[config.mk]
export PLATFORM = sky130hd
export DESIGN_NAME = branch_resolve_unit_flat
export DESIGN_NICKNAME = d
export VERILOG_FILES = /design/src/rtl/branch_resolve_unit_if.sv /design/src/rtl/branch_resolve_unit.sv /design/src/flat_wrapper.sv
export SDC_FILE = /design/constraint.sdc
export NUM_CORES = 1
export LEC_CHECK = 0
export ABC_AREA = 1
export ABC_CLOCK_PERIOD_IN_PS = 3000
export CAP_MARGIN = 5
export CELL_PAD_IN_SITES_DETAIL_PLACEMENT = 0
export CELL_PAD_IN_SITES_GLOBAL_PLACEMENT = 1
export CORE_MARGIN = 1
export CORE_UTILIZATION = 34
export CTS_CLUSTER_DIAMETER = 80
export CTS_CLUSTER_SIZE = 25
export DETAILED_ROUTE_END_ITERATION = 12
export PLACE_DENSITY_LB_ADDON = 0.1
export SETUP_SLACK_MARGIN = 0.05
export SLEW_MARGIN = 10
export SYNTH_ARGS = -nofsm -noshare
export SYNTH_HDL_FRONTEND = slang
export SYNTH_SLANG_ARGS = --single-unit
[constraint.sdc]
create_clock -name clk -period 3 [get_ports clk]
set_clock_uncertainty 0.2 [all_clocks]
set_input_delay 0.6 -clock clk [delete_from_list [all_inputs] [get_ports clk]]
set_output_delay 0.6 -clock clk [all_outputs]
set_load 0.005 [all_outputs]
[src/rtl/branch_resolve_unit_if.sv]
// Decode/execute-side bundle for the branch resolve unit: decode fields in,
// fetch redirect, memory-stage link data and status out.
interface branch_resolve_unit_if #(
  parameter int XLEN  = 32,
  parameter int CNT_W = 16
);
  logic             validD;
  logic [XLEN-1:0]  pcD;
  logic [XLEN-1:0]  pcplus4D;
  logic [XLEN-1:0]  immextD;
  logic [XLEN-1:0]  rs1D;
  logic [XLEN-1:0]  rs2D;
  logic [2:0]       funct3D;
  logic             branchD;
  logic             jumpD;
  logic             jalrD;
  logic             stallE;
  logic             pcsrcE;
  logic [XLEN-1:0]  pctargetE;
  logic             flushD;
  logic             validM;
  logic [XLEN-1:0]  linkM;
  logic             link_weM;
  logic [CNT_W-1:0] taken_cnt;
  logic             misalign_o;
  logic             illegal_o;

  modport master (
    output validD, pcD, pcplus4D, immextD, rs1D, rs2D, funct3D,
           branchD, jumpD, jalrD, stallE,
    input  pcsrcE, pctargetE, flushD, validM, linkM, link_weM,
           taken_cnt, misalign_o, illegal_o
  );

  modport slave (
    input  validD, pcD, pcplus4D, immextD, rs1D, rs2D, funct3D,
           branchD, jumpD, jalrD, stallE,
    output pcsrcE, pctargetE, flushD, validM, linkM, link_weM,
           taken_cnt, misalign_o, illegal_o
  );
endinterface

[src/rtl/branch_resolve_unit.sv]
// Execute-stage branch/jump resolver: ID/EX register, RV32I condition and target
// evaluation, fetch redirect/flush, EX/M link register and redirect statistics.
module branch_resolve_unit #(
  parameter int XLEN  = 32,
  parameter int CNT_W = 16
) (
  input logic                  clk,
  input logic                  rst,
  branch_resolve_unit_if.slave bus
);
  localparam logic [CNT_W-1:0] CNT_MAX = '1;

  logic            valid_e_q, valid_e_d;
  logic [XLEN-1:0] pc_e_q, pc_e_d;
  logic [XLEN-1:0] pcplus4_e_q, pcplus4_e_d;
  logic [XLEN-1:0] imm_e_q, imm_e_d;
  logic [XLEN-1:0] rs1_e_q, rs1_e_d;
  logic [XLEN-1:0] rs2_e_q, rs2_e_d;
  logic [2:0]      funct3_e_q, funct3_e_d;
  logic            branch_e_q, branch_e_d;
  logic            jump_e_q, jump_e_d;
  logic            jalr_e_q, jalr_e_d;

  logic            valid_m_q, valid_m_d;
  logic [XLEN-1:0] link_m_q, link_m_d;
  logic            link_we_m_q, link_we_m_d;
  logic [CNT_W-1:0] taken_cnt_q, taken_cnt_d;
  logic            misalign_q, misalign_d;
  logic            illegal_q, illegal_d;

  logic            cond;
  logic            pcsrc;
  logic [XLEN-1:0] jalr_sum;
  logic [XLEN-1:0] target_raw;
  logic [XLEN-1:0] target;

  always_comb begin
    cond = 1'b0;
    case (funct3_e_q)
      3'b000:  cond = (rs1_e_q == rs2_e_q);
      3'b001:  cond = (rs1_e_q != rs2_e_q);
      3'b100:  cond = ($signed(rs1_e_q) <  $signed(rs2_e_q));
      3'b101:  cond = ($signed(rs1_e_q) >= $signed(rs2_e_q));
      3'b110:  cond = (rs1_e_q <  rs2_e_q);
      3'b111:  cond = (rs1_e_q >= rs2_e_q);
      default: cond = 1'b0;
    endcase
  end

  // Redirect comes only from registered E state; the target reads zero when idle.
  always_comb begin
    pcsrc      = valid_e_q & ~bus.stallE & (jump_e_q | jalr_e_q | (branch_e_q & cond));
    jalr_sum   = rs1_e_q + imm_e_q;
    target_raw = jalr_e_q ? {jalr_sum[XLEN-1:1], 1'b0} : (pc_e_q + imm_e_q);
    target     = pcsrc ? target_raw : '0;
  end

  always_comb begin
    valid_e_d   = valid_e_q;
    pc_e_d      = pc_e_q;
    pcplus4_e_d = pcplus4_e_q;
    imm_e_d     = imm_e_q;
    rs1_e_d     = rs1_e_q;
    rs2_e_d     = rs2_e_q;
    funct3_e_d  = funct3_e_q;
    branch_e_d  = branch_e_q;
    jump_e_d    = jump_e_q;
    jalr_e_d    = jalr_e_q;
    if (!bus.stallE) begin
      pc_e_d      = bus.pcD;
      pcplus4_e_d = bus.pcplus4D;
      imm_e_d     = bus.immextD;
      rs1_e_d     = bus.rs1D;
      rs2_e_d     = bus.rs2D;
      funct3_e_d  = bus.funct3D;
      // A redirect squashes the instruction in decode by loading a bubble.
      valid_e_d   = pcsrc ? 1'b0 : bus.validD;
      branch_e_d  = pcsrc ? 1'b0 : bus.branchD;
      jump_e_d    = pcsrc ? 1'b0 : bus.jumpD;
      jalr_e_d    = pcsrc ? 1'b0 : bus.jalrD;
    end
  end

  always_comb begin
    valid_m_d   = 1'b0;
    link_we_m_d = 1'b0;
    link_m_d    = link_m_q;
    if (!bus.stallE) begin
      valid_m_d   = valid_e_q;
      link_we_m_d = valid_e_q & (jump_e_q | jalr_e_q);
      link_m_d    = pcplus4_e_q;
    end
    taken_cnt_d = (pcsrc && taken_cnt_q != CNT_MAX) ? taken_cnt_q + 1'b1 : taken_cnt_q;
    misalign_d  = misalign_q | (pcsrc & (target[1:0] != 2'b00));
    illegal_d   = illegal_q | (valid_e_q & branch_e_q & ~bus.stallE &
                               (funct3_e_q[2:1] == 2'b01));
  end

  always_ff @(posedge clk or negedge rst) begin
    if (!rst) begin
      valid_e_q   <= 1'b0;
      pc_e_q      <= '0;
      pcplus4_e_q <= '0;
      imm_e_q     <= '0;
      rs1_e_q     <= '0;
      rs2_e_q     <= '0;
      funct3_e_q  <= '0;
      branch_e_q  <= 1'b0;
      jump_e_q    <= 1'b0;
      jalr_e_q    <= 1'b0;
      valid_m_q   <= 1'b0;
      link_m_q    <= '0;
      link_we_m_q <= 1'b0;
      taken_cnt_q <= '0;
      misalign_q  <= 1'b0;
      illegal_q   <= 1'b0;
    end else begin
      valid_e_q   <= valid_e_d;
      pc_e_q      <= pc_e_d;
      pcplus4_e_q <= pcplus4_e_d;
      imm_e_q     <= imm_e_d;
      rs1_e_q     <= rs1_e_d;
      rs2_e_q     <= rs2_e_d;
      funct3_e_q  <= funct3_e_d;
      branch_e_q  <= branch_e_d;
      jump_e_q    <= jump_e_d;
      jalr_e_q    <= jalr_e_d;
      valid_m_q   <= valid_m_d;
      link_m_q    <= link_m_d;
      link_we_m_q <= link_we_m_d;
      taken_cnt_q <= taken_cnt_d;
      misalign_q  <= misalign_d;
      illegal_q   <= illegal_d;
    end
  end

  assign bus.pcsrcE     = pcsrc;
  assign bus.pctargetE  = target;
  assign bus.flushD     = pcsrc;
  assign bus.validM     = valid_m_q;
  assign bus.linkM      = link_m_q;
  assign bus.link_weM   = link_we_m_q;
  assign bus.taken_cnt  = taken_cnt_q;
  assign bus.misalign_o = misalign_q;
  assign bus.illegal_o  = illegal_q;
endmodule

[src/flat_wrapper.sv]
// flat-port wrapper written by rule: the top's interface ports become plain ports
module branch_resolve_unit_flat 
#(
  parameter int XLEN  = 32,
  parameter int CNT_W = 16
)
  (clk, rst, bus_validD, bus_pcD, bus_pcplus4D, bus_immextD, bus_rs1D, bus_rs2D, bus_funct3D, bus_branchD, bus_jumpD, bus_jalrD, bus_stallE, bus_pcsrcE, bus_pctargetE, bus_flushD, bus_validM, bus_linkM, bus_link_weM, bus_taken_cnt, bus_misalign_o, bus_illegal_o);
  branch_resolve_unit_if #(.XLEN(XLEN), .CNT_W(CNT_W)) bus_i ();
  input logic clk;
  input logic rst;
  input wire logic [$bits(bus_i.validD)-1:0] bus_validD;
  input wire logic [$bits(bus_i.pcD)-1:0] bus_pcD;
  input wire logic [$bits(bus_i.pcplus4D)-1:0] bus_pcplus4D;
  input wire logic [$bits(bus_i.immextD)-1:0] bus_immextD;
  input wire logic [$bits(bus_i.rs1D)-1:0] bus_rs1D;
  input wire logic [$bits(bus_i.rs2D)-1:0] bus_rs2D;
  input wire logic [$bits(bus_i.funct3D)-1:0] bus_funct3D;
  input wire logic [$bits(bus_i.branchD)-1:0] bus_branchD;
  input wire logic [$bits(bus_i.jumpD)-1:0] bus_jumpD;
  input wire logic [$bits(bus_i.jalrD)-1:0] bus_jalrD;
  input wire logic [$bits(bus_i.stallE)-1:0] bus_stallE;
  output wire logic [$bits(bus_i.pcsrcE)-1:0] bus_pcsrcE;
  output wire logic [$bits(bus_i.pctargetE)-1:0] bus_pctargetE;
  output wire logic [$bits(bus_i.flushD)-1:0] bus_flushD;
  output wire logic [$bits(bus_i.validM)-1:0] bus_validM;
  output wire logic [$bits(bus_i.linkM)-1:0] bus_linkM;
  output wire logic [$bits(bus_i.link_weM)-1:0] bus_link_weM;
  output wire logic [$bits(bus_i.taken_cnt)-1:0] bus_taken_cnt;
  output wire logic [$bits(bus_i.misalign_o)-1:0] bus_misalign_o;
  output wire logic [$bits(bus_i.illegal_o)-1:0] bus_illegal_o;
  assign bus_i.validD = bus_validD;
  assign bus_i.pcD = bus_pcD;
  assign bus_i.pcplus4D = bus_pcplus4D;
  assign bus_i.immextD = bus_immextD;
  assign bus_i.rs1D = bus_rs1D;
  assign bus_i.rs2D = bus_rs2D;
  assign bus_i.funct3D = bus_funct3D;
  assign bus_i.branchD = bus_branchD;
  assign bus_i.jumpD = bus_jumpD;
  assign bus_i.jalrD = bus_jalrD;
  assign bus_i.stallE = bus_stallE;
  assign bus_pcsrcE = bus_i.pcsrcE;
  assign bus_pctargetE = bus_i.pctargetE;
  assign bus_flushD = bus_i.flushD;
  assign bus_validM = bus_i.validM;
  assign bus_linkM = bus_i.linkM;
  assign bus_link_weM = bus_i.link_weM;
  assign bus_taken_cnt = bus_i.taken_cnt;
  assign bus_misalign_o = bus_i.misalign_o;
  assign bus_illegal_o = bus_i.illegal_o;
  branch_resolve_unit #(.XLEN(XLEN), .CNT_W(CNT_W)) u_core (.clk(clk), .rst(rst), .bus(bus_i));
endmodule
==> results of run 1 <==
-- cells by family (layout without fill, tap and decap cells) --
group / count (synthesis) / count (layout) / share of synthesized area, %
xor gates and xnor gates: 26 / 26 / 1.71
AOI/OAI and AO/OA: 351 / 351 / 14.3
adders and majority gates: 96 / 96 / 9.15
DFF: 219 / 219 / 41.2
and+or+nand+nor: 891 / 892 / 26.8
buffers and inverters: 234 / 777 / 6.82
-- through the flow --
step                utilization, %  area [sq um]
global route                  51.8         20000
detailed placement            47.4         18300
CTS                           49.9         19200
finish                        51.8         20000
floorplan                        -         13300
global placement              47.4         18300
-- layout make-up --
| type | count | area (sq um) | area share, % |
|---|---|---|---|
| inverter | 175 | 662 | 3.31 |
| clock buffer | 19 | 475 | 2.38 |
| clock inverter | 12 | 159 | 0.795 |
| sequential | 219 | 5480 | 27.4 |
| multi-input combinational | 1365 | 7440 | 37.2 |
| timing repair buffer | 571 | 5120 | 25.6 |
| tap | 518 | 648 | 3.24 |
-- Yosys cell counts, types with 2 or more instances --
cell type	n
a21o_1	9
a31oi_1	5
nor4_1	5
nand3b_1	3
o211ai_1	3
o21a_1	10
nor2_1	119
inv_1	175
nand2_1	647
fa_1	2
o21bai_1	6
nand3_1	74
nor3_1	21
nand2_4	2
dfrtp_1	219
buf_1	2
o21ai_0	171
xor2_1	15
a221oi_1	2
xnor2_1	11
a21oi_1	124
buf_4	5
o221ai_1	5
a21boi_0	4
ha_1	94
clkbuf_1	50
nand4_1	15
o22ai_1	6
-- final timing paths --
| check | endpoint | depth (start not counted) |
|---|---|---|
| min | u_core.bus.validM$_DFF_PN0_ | 3 |
| max reg2reg | u_core.bus.taken_cnt[1]$_DFFE_PN0P_ | 22 |
| min reg2reg | u_core.bus.linkM[31]$_DFFE_PN0N_ | 2 |
| max | bus_pctargetE[31] | 20 |
| min in group asynchronous | u_core.rs2_e_q[8]$_DFFE_PN0N_ | 2 |
| max in group asynchronous | u_core.bus.taken_cnt[9]$_DFFE_PN0P_ | 3 |
-- registers in the layout (all words and copies together) (netlist names) --
register,flops
u_core.branch_e_q,1
u_core.jump_e_q,1
u_core.bus.validM,1
u_core.bus.link_weM,1
u_core.jalr_e_q,1
u_core.imm_e_q,32
u_core.funct3_e_q,3
u_core.bus.linkM,32
u_core.pcplus4_e_q,32
u_core.rs1_e_q,32
u_core.bus.illegal_o,1
u_core.bus.taken_cnt,16
u_core.valid_e_q,1
u_core.bus.misalign_o,1
u_core.rs2_e_q,32
u_core.pc_e_q,32
-- layer usage --
metal | wire length [um] | vias up | part of all wire (%)
met5 | 13 | - | 0.027
met4 | 910 | 2 | 1.9
met3 | 1690 | 45 | 3.5
met2 | 23600 | 225 | 49
met1 | 21400 | 6371 | 45
li1 | - | 6992 | -
-- timing repair --
action                                  4_1_cts  5_1_grt
buffers inserted                             17       35
hold buffers                                  1        0
gates cloned                                  2        5
pin swaps                                     9       40
resized for setup                           125      165
endpoints found under the setup margin       51       55
hold endpoints to repair                     52        0
-- power groups by stage --
stage / Combinational, mW / Clock (mW) / Sequential (mW)
finish: 3.65 / 2.60 / 3.46
floorplan: 1.55 / 0 / 3.44
global placement: 3.26 / 0 / 3.51
detailed placement: 3.28 / 0 / 3.51
global route: 4.06 / 2.78 / 3.49
CTS: 3.41 / 2.68 / 3.46
-- critical path, cell delays in order, from the launching register on --
cell and delay, ns:
dfrtp_1 0.42, ha_4 0.27, buf_6 0.11, a21oi_2 0.12
o21a_1 0.13, nand2_1 0.07, a21oi_2 0.18, buf_6 0.16
nand3_2 0.06, nand2_1 0.06, inv_1 0.04, nor2_2 0.14
nand3_4 0.11, a21oi_4 0.22, buf_8 0.17, buf_16 0.12
buf_6 0.10, buf_6 0.09, buf_6 0.09, nor2_2 0.03
buf_2 0.13
==> impl_metrics.ini, run 1 <==
[critical_path]
endpoint_kind = output pin
r2r_setup_slack_ns = -0.15
worstSetupStartpointType = flip-flop
path_max_fanout = 4
reg2reg_from = u_core.rs1_e_q[31]$_DFFE_PN0N_
required_ns = 2.20
crit_arrival_ns = 3.33
cp-startpoint = u_core.rs1_e_q[31]$_DFFE_PN0N_
crit_type = flip-flop to output pin

[power_and_ir_drop]
total_power_mw = 9.70
peakVddDrop_v = 0.000400
switching_share_pct = 35.2
switching_power_mw = 3.41
intPower_mw = 6.29
pwr-share-seq_pct = 35.6
combPwrFrac_pct = 37.6
p_leak_nw = 10.0
pwr-share-clk_pct = 26.8
cellPowerDensity_nw_per_um2 = 485

[layout]
nets = 2617
diodes = 0
final_cell_mix = nand2_1 (621), buf_4 (271), clkdlybuf4s50_1 (219)
drive_gt1_share_pct = 21.2
final_common_cell = nand2_1
stdcell_count = 2879
fillers = 3879
area_growth_pct = 50.4

[global_routing]
use_met3_pct = 3.24
grt_usage_pct = 23.7
grt_pass1_wl_um = 72600
grt_overflow = 0
grt_max_degree = 95
grt_pass1_vias = 13378
met1_usage_pct = 30.6
antenna_found_initial = 1
met2_usage_pct = 42.0
grt-busiest-layer = met2

[clocking]
cts-root-buf = clkbuf_16
cts-htree-levels = 1
cts.sinks = 219
cts_tree = yes
path_clk_slew_ns = 0.09
cts_buffers = 19
cts_max_path_buffers = 3
insertion_delay_ns = 0.54

[worst_hold_path]
min_from = bus_stallE
hp-class = input pin to flip-flop

[detailed_routing]
drc = 0
dr.first_iter.drc_count = 663
vias = 13635
ant_nets = 0
dr.pass1.iters = 5
avgRoutedWirePerCell_um = 16.5
vias_per_cell = 4.74
totalWireLength_um = 47600

[floorplan]
ios = 256
die_h_um = 200
start_util_pct = 34.5
die_x_um = 200
die_area_sq_um = 39900
core_area_sq_um = 38600
placementRows = 72

[synthesis]
ys_types = 41
synth_seq_cells = 219
synth_top_area_share_pct = 41.2
yosysSeqAreaShare_pct = 41.2
synthTopCellsByArea = dfrtp_1 (41%), nand2_1 (18%), ha_1 (8.9%)
synth.net_count = 2083
synth_edf_count = 0
synth_ff_type = dfrtp_1
netlist_instances = 1817
post-synth-top-area-cell = dfrtp_1
async_flop_share_pct = 100
synth.cell_area_sq_um = 13300
avgSynthCellArea_sq_um = 7.31
ys_warn_count = 0

[flow_run]
drv_cap = 0

[placement]
gp_congestion = 0.947
hpwl_um = 36100
port_buffers = 255
dp_slack_ns = -0.883
dp_cells = 2790

[timing]
period_needed_ns = 4.13
timing.final.crit_share_pct = 138
relSlewSlack_pct = 33.6
final.setup.tns_ns = -36.06
fmax_mhz = 242
slew_violations = 0
rsz0062_at_grt = true
finalSetupViolations = 53
worst_pin_slew_ns = 0.995
timing.hold.ws_ns = 0.191
final-hold-violation-count = 0
finalWorstSetupSlack_ns = -1.13

[outcome]
outcome = complete, but fails checks
violations = negative setup slack
(Power assumes the default switching activity.)
==> inputs of run 2 (changes only) <==
- CTS_BUF_LIST: unset -> sky130_fd_sc_hd__clkbuf_8 sky130_fd_sc_hd__clkbuf_16
- CTS_CLUSTER_DIAMETER: 80 -> 100
==> run 2 against run 1 <==
Effect of this change: clock power shrank 19%; first-iteration DRC count decreased by 3.8%; critical path depth increased by 1; combinational power is essentially flat; the run still ends with negative setup slack left; register-to-register slack got worse by 0.11 ns; maximum frequency is 0.95% higher; largest cell class unchanged; critical endpoint is now bus_pctargetE[23]; non-clock buffer count did not move; critical path type unchanged.
==> impl_metrics.ini, run 2 (synthesized netlist as in run 1, its figures left out) <==
[critical_path]
cp_slowest_cell = dfrtp_1
crit_arrival_ns = 3.30
crit_type = flip-flop to output pin
crit_top_cell = buf_6
required_ns = 2.20
endpoint_kind = output pin
reg2reg_from = u_core.rs1_e_q[29]$_DFFE_PN0N_
path_max_fanout = 4
crit_cells = 21
crit_chain = ha_4 -> nand2_2 -> nor2_4 -> nand2_2 -> nor3b_4 -> buf_6 -> nand2_2 -> nand2_1 -> o21ai_1 -> inv_1 -> nand2_1 -> nor2_2 -> nand3_4 -> a21oi_4 -> buf_8 -> buf_16 -> buf_6 -> buf_6 -> buf_6 -> nor2_2 -> buf_2
path_delay_family = simple AND/OR/NAND/NOR gates
worstSetupStartpointType = flip-flop
r2r_setup_slack_ns = -0.26
critPathCapture = bus_pctargetE[23]
r2r_end = u_core.bus.taken_cnt[10]$_DFFE_PN0P_
slowest_delay_ns = 0.42
critPathBufInv = 8
cp-startpoint = u_core.rs1_e_q[29]$_DFFE_PN0N_
reg2regPathDepth = 24

[timing]
period_needed_ns = 4.10
timing.final.crit_share_pct = 137
worst_pin_slew_ns = 1.00
finalWorstSetupSlack_ns = -1.10
slew_violations = 0
timing.hold.ws_ns = 0.211
final-hold-violation-count = 0
finalSetupViolations = 55
final.setup.tns_ns = -37.32
relSlewSlack_pct = 33.3
fmax_mhz = 244
rsz0062_at_grt = true

[detailed_routing]
vias = 13622
dr.pass1.iters = 5
avgRoutedWirePerCell_um = 16.6
drc = 0
totalWireLength_um = 47500
ant_nets = 0
vias_per_cell = 4.75
dr.first_iter.drc_count = 638

[outcome]
outcome = complete, but fails checks
violations = negative setup slack

[layout]
final_cell_mix = nand2_1 (630), buf_4 (273), clkdlybuf4s50_1 (219)
final_area_sq_um = 19800
drive_gt1_share_pct = 20.3
area_growth_pct = 48.7
fillers = 3909
nets = 2612
final_common_cell = nand2_1
diodes = 0
stdcell_count = 2869
final_util_pct = 51.2

[placement]
dpl_cell_area_sq_um = 18300
port_buffers = 255
dp_cells = 2790
hpwl_um = 36100
dp_slack_ns = -0.883
gp_congestion = 0.947

[global_routing]
grt_usage_pct = 24.0
grt_pass1_vias = 13503
antenna_found_initial = 1
grt_pass1_wl_um = 73300
grt_overflow = 0
grt_max_degree = 95

[flow_run]
drv_cap = 0

[floorplan]
core_area_sq_um = 38600
die_h_um = 200
start_util_pct = 34.5
ios = 256
die_x_um = 200
die_area_sq_um = 39900
placementRows = 72

[clocking]
cts.sinks = 219
cts_tree = yes
cts-root-buf = clkbuf_16
insertion_delay_ns = 0.52
cts-htree-levels = 1
cts_max_path_buffers = 3
path_clk_slew_ns = 0.10
cts_buffers = 14

[worst_hold_path]
hp-class = input pin to flip-flop

[power_and_ir_drop]
total_power_mw = 9.22
p_leak_nw = 9.94
cellPowerDensity_nw_per_um2 = 467
peakVddDrop_v = 0.000402
run 2: worst register-to-register path, stage by stage (launching register included):
cell     delay [ns]
dfrtp_1        0.42
ha_4           0.28
nand2_2        0.06
nor2_4         0.11
nand2_2        0.08
nor3b_4        0.23
buf_6          0.15
nand2_2        0.05
nand2_1        0.05
o21ai_1        0.05
inv_1          0.05
nand2_1        0.06
nor2_2         0.15
nand3_4        0.11
buf_4          0.15
buf_6          0.10
buf_6          0.10
buf_6          0.10
buf_6          0.10
nand2_4        0.05
nand2_4        0.08
buf_6          0.14
buf_16         0.15
nand3_1        0.07
nand2_1        0.05
run 2: timing repair:
action	4_1_cts	5_1_grt
hold buffers	1	0
resized for setup	207	102
pin swaps	23	23
buffers inserted	33	30
endpoints found under the setup margin	52	55
cloned	5	0
endpoints found under the hold margin	52	0
run 2: layout make-up:
type	count	area, sq um	share of cell area [%]
clock buffer	15	364	1.84
clock inverter	6	86.3	0.437
inverter	175	662	3.35
multi-input combinational	1365	7410	37.5
sequential	219	5490	27.8
tap	518	648	3.28
timing repair buffer	571	5090	25.8
run 2: where the power goes:
part	switching (mW)	internal, mW
Combinational	1.84	1.82
Sequential	0.222	3.23
Clock	1.17	0.935
run 2: routing by layer:
layer  global-route usage [%]  up-vias  routed length (um)
met1                     31.0     6364               21500
li1                         -     6967                   -
met2                     42.0      237               23300
met4                     6.36        2                 964
met5                        0        -                  13
met3                     2.90       52                1690
run 2: worst min path at each step:
stage                                    startpoint                         endpoint  slack (ns)  cells past startpoint
finish                                   bus_stallE      u_core.bus.validM$_DFF_PN0_        0.21                      3
global route                             bus_stallE      u_core.bus.validM$_DFF_PN0_        0.19                      3
CTS                                      bus_stallE      u_core.bus.validM$_DFF_PN0_        0.18                      3
detailed placement  u_core.bus.misalign_o$_DFF_PN0_  u_core.bus.misalign_o$_DFF_PN0_        0.25                      2
global placement     u_core.bus.illegal_o$_DFF_PN0_   u_core.bus.illegal_o$_DFF_PN0_        0.25                      1
floorplan                                       rst    u_core.branch_e_q$_DFFE_PN0N_        0.10                      0
==> inputs of run 3 (changes only) <==
- SETUP_SLACK_MARGIN: 0.05 -> 0.3
==> run 3 against run 2 <==
Effect of this change: the flow still finishes with violations (negative setup slack); total power increased by 1.2%; design area rose by 0.39%; sequential power about the same; maximum frequency up 4.4%; wire length decreased by 0.29%; critical endpoint is now bus_pctargetE[0]; largest cell class unchanged; largest power group unchanged; worst hold slack got worse by 0.012 ns.
==> impl_metrics.ini, run 3 (synthesized netlist as in run 1, its figures left out) <==
[clocking]
cts_max_path_buffers = 3
path_clk_slew_ns = 0.10
cts-root-buf = clkbuf_16
cts_tree = yes
cts.sinks = 219
insertion_delay_ns = 0.52
cts_buffers = 14
cts-htree-levels = 1

[detailed_routing]
dr.pass1.iters = 5
drc = 0
avgRoutedWirePerCell_um = 16.5
totalWireLength_um = 47400
ant_nets = 0
dr.first_iter.drc_count = 566
vias_per_cell = 4.73
vias = 13554

[layout]
drive_gt1_share_pct = 21.3
final_area_sq_um = 19800
stdcell_count = 2864
final_cell_mix = nand2_1 (630), buf_4 (276), clkdlybuf4s50_1 (219)
area_growth_pct = 49.3
final_util_pct = 51.4
nets = 2604
fillers = 3872
final_common_cell = nand2_1

[critical_path]
crit_arrival_ns = 3.12
path_max_fanout = 8
required_ns = 2.20
critPathCapture = bus_pctargetE[0]
worstSetupStartpointType = flip-flop
crit_type = flip-flop to output pin
r2r_setup_slack_ns = -0.25
endpoint_kind = output pin
cp-startpoint = u_core.rs2_e_q[31]$_DFFE_PN0N_
r2r_end = u_core.bus.taken_cnt[10]$_DFFE_PN0P_
reg2reg_from = u_core.rs2_e_q[31]$_DFFE_PN0N_
reg2regPathDepth = 23

[floorplan]
placementRows = 72
core_area_sq_um = 38600
die_x_um = 200
die_h_um = 200
die_area_sq_um = 39900
ios = 256
start_util_pct = 34.5

[timing]
relSlewSlack_pct = 23.6
timing.hold.ws_ns = 0.199
worst_pin_slew_ns = 1.15
slew_violations = 0
timing.final.crit_share_pct = 131
period_needed_ns = 3.92
finalWorstSetupSlack_ns = -0.922
finalSetupViolations = 55
fmax_mhz = 255
rsz0062_at_grt = true
final-hold-violation-count = 0

[power_and_ir_drop]
p_leak_nw = 9.90
cellPowerDensity_nw_per_um2 = 470
peakVddDrop_v = 0.000353

[worst_hold_path]
hold_depth = 3
hp-class = input pin to flip-flop

[outcome]
violations = negative setup slack
outcome = complete, but fails checks

[global_routing]
grt_overflow = 0
antenna_found_initial = 3
grt_usage_pct = 23.9
grt_max_degree = 113
grt_pass1_wl_um = 73400
grt_pass1_vias = 13454

[placement]
dp_cells = 2799
hpwl_um = 36100
port_buffers = 255
dpl_cell_area_sq_um = 18500
gp_congestion = 0.947
dp_slack_ns = -0.744

[flow_run]
drv_cap = 0
run 3: cell count changes in the layout (fill, tap and decap cells not counted), sizes merged:
| cell | change |
|---|---|
| buf | -3 |
| bufbuf | +2 |
| bufinv | +1 |
| clkbuf | -7 |
| clkinv | -3 |
| diode | +3 |
| inv | +2 |
run 3: report_power, final:
part           leakage (nW)  internal (mW)  switching, mW  total, mW
registers              2.69           3.23          0.218       3.45
clock network         0.229           1.04           1.17       2.21
logic                  6.99           1.81           1.86       3.67
total                  9.90           6.08           3.25       9.33
run 3: how the worst min path moves through the flow:
stage	startpoint	endpoint	slack, ns
2_1_floorplan	rst	u_core.branch_e_q$_DFFE_PN0N_	0.10
6_report	bus_stallE	u_core.bus.validM$_DFF_PN0_	0.20
3_5_place_dp	u_core.bus.misalign_o$_DFF_PN0_	u_core.bus.misalign_o$_DFF_PN0_	0.25
3_3_place_gp	u_core.bus.misalign_o$_DFF_PN0_	u_core.bus.misalign_o$_DFF_PN0_	0.25
4_1_cts	bus_stallE	u_core.bus.validM$_DFF_PN0_	0.18
5_1_grt	bus_stallE	u_core.bus.validM$_DFF_PN0_	0.21
run 3: area by class of cell:
type	count	area, sq um	share of cell area (%)
Clock buffer	15	375	1.89
Multi-Input combinational cell	1365	7530	37.9
Inverter	175	662	3.34
Sequential cell	219	5490	27.7
Tap cell	518	648	3.27
Antenna cell	3	7.51	0.0379
Timing Repair Buffer	563	5030	25.4
Clock inverter	6	92.6	0.467
run 3: worst max-delay path, cell delays in order (launching register included):
cell and delay, ns:
dfrtp_1 0.38, inv_2 0.08, ha_4 0.20, buf_4 0.15, a21oi_2 0.12, o21a_1 0.12, nand2_1 0.06, a21oi_2 0.12
buf_6 0.14, nand3_1 0.07, nand2_1 0.06, inv_1 0.05, nor2_2 0.10, nand3_2 0.12, a21oi_4 0.19, buf_12 0.17
buf_16 0.15, buf_8 0.12, nor3_2 0.04, buf_2 0.14
run 3: per-stage QoR:
step	total power [mW]	setup TNS, ns
floorplan	5.03	0
global placement	6.83	-25.12
detailed placement	6.85	-24.32
CTS	9.33	-30.82
global route	9.94	-44.84
finish	9.33	-33.37
run 3: layer usage:
layer	track usage (%)	up-vias	wire, um
li1	-	6954	-
met1	30.5	6314	20900
met2	41.4	241	23300
met3	3.93	43	2090
met4	6.64	2	1150
met5	0	-	12
run 3: repair_timing:
action | 4_1_cts | 5_1_grt
setup endpoints to repair | 55 | 55
endpoints found under the hold margin | 54 | 0
gates cloned | 6 | 0
pin swaps | 25 | 20
hold buffers | 1 | 0
buffers inserted | 21 | 13
gates resized for setup | 243 | 54
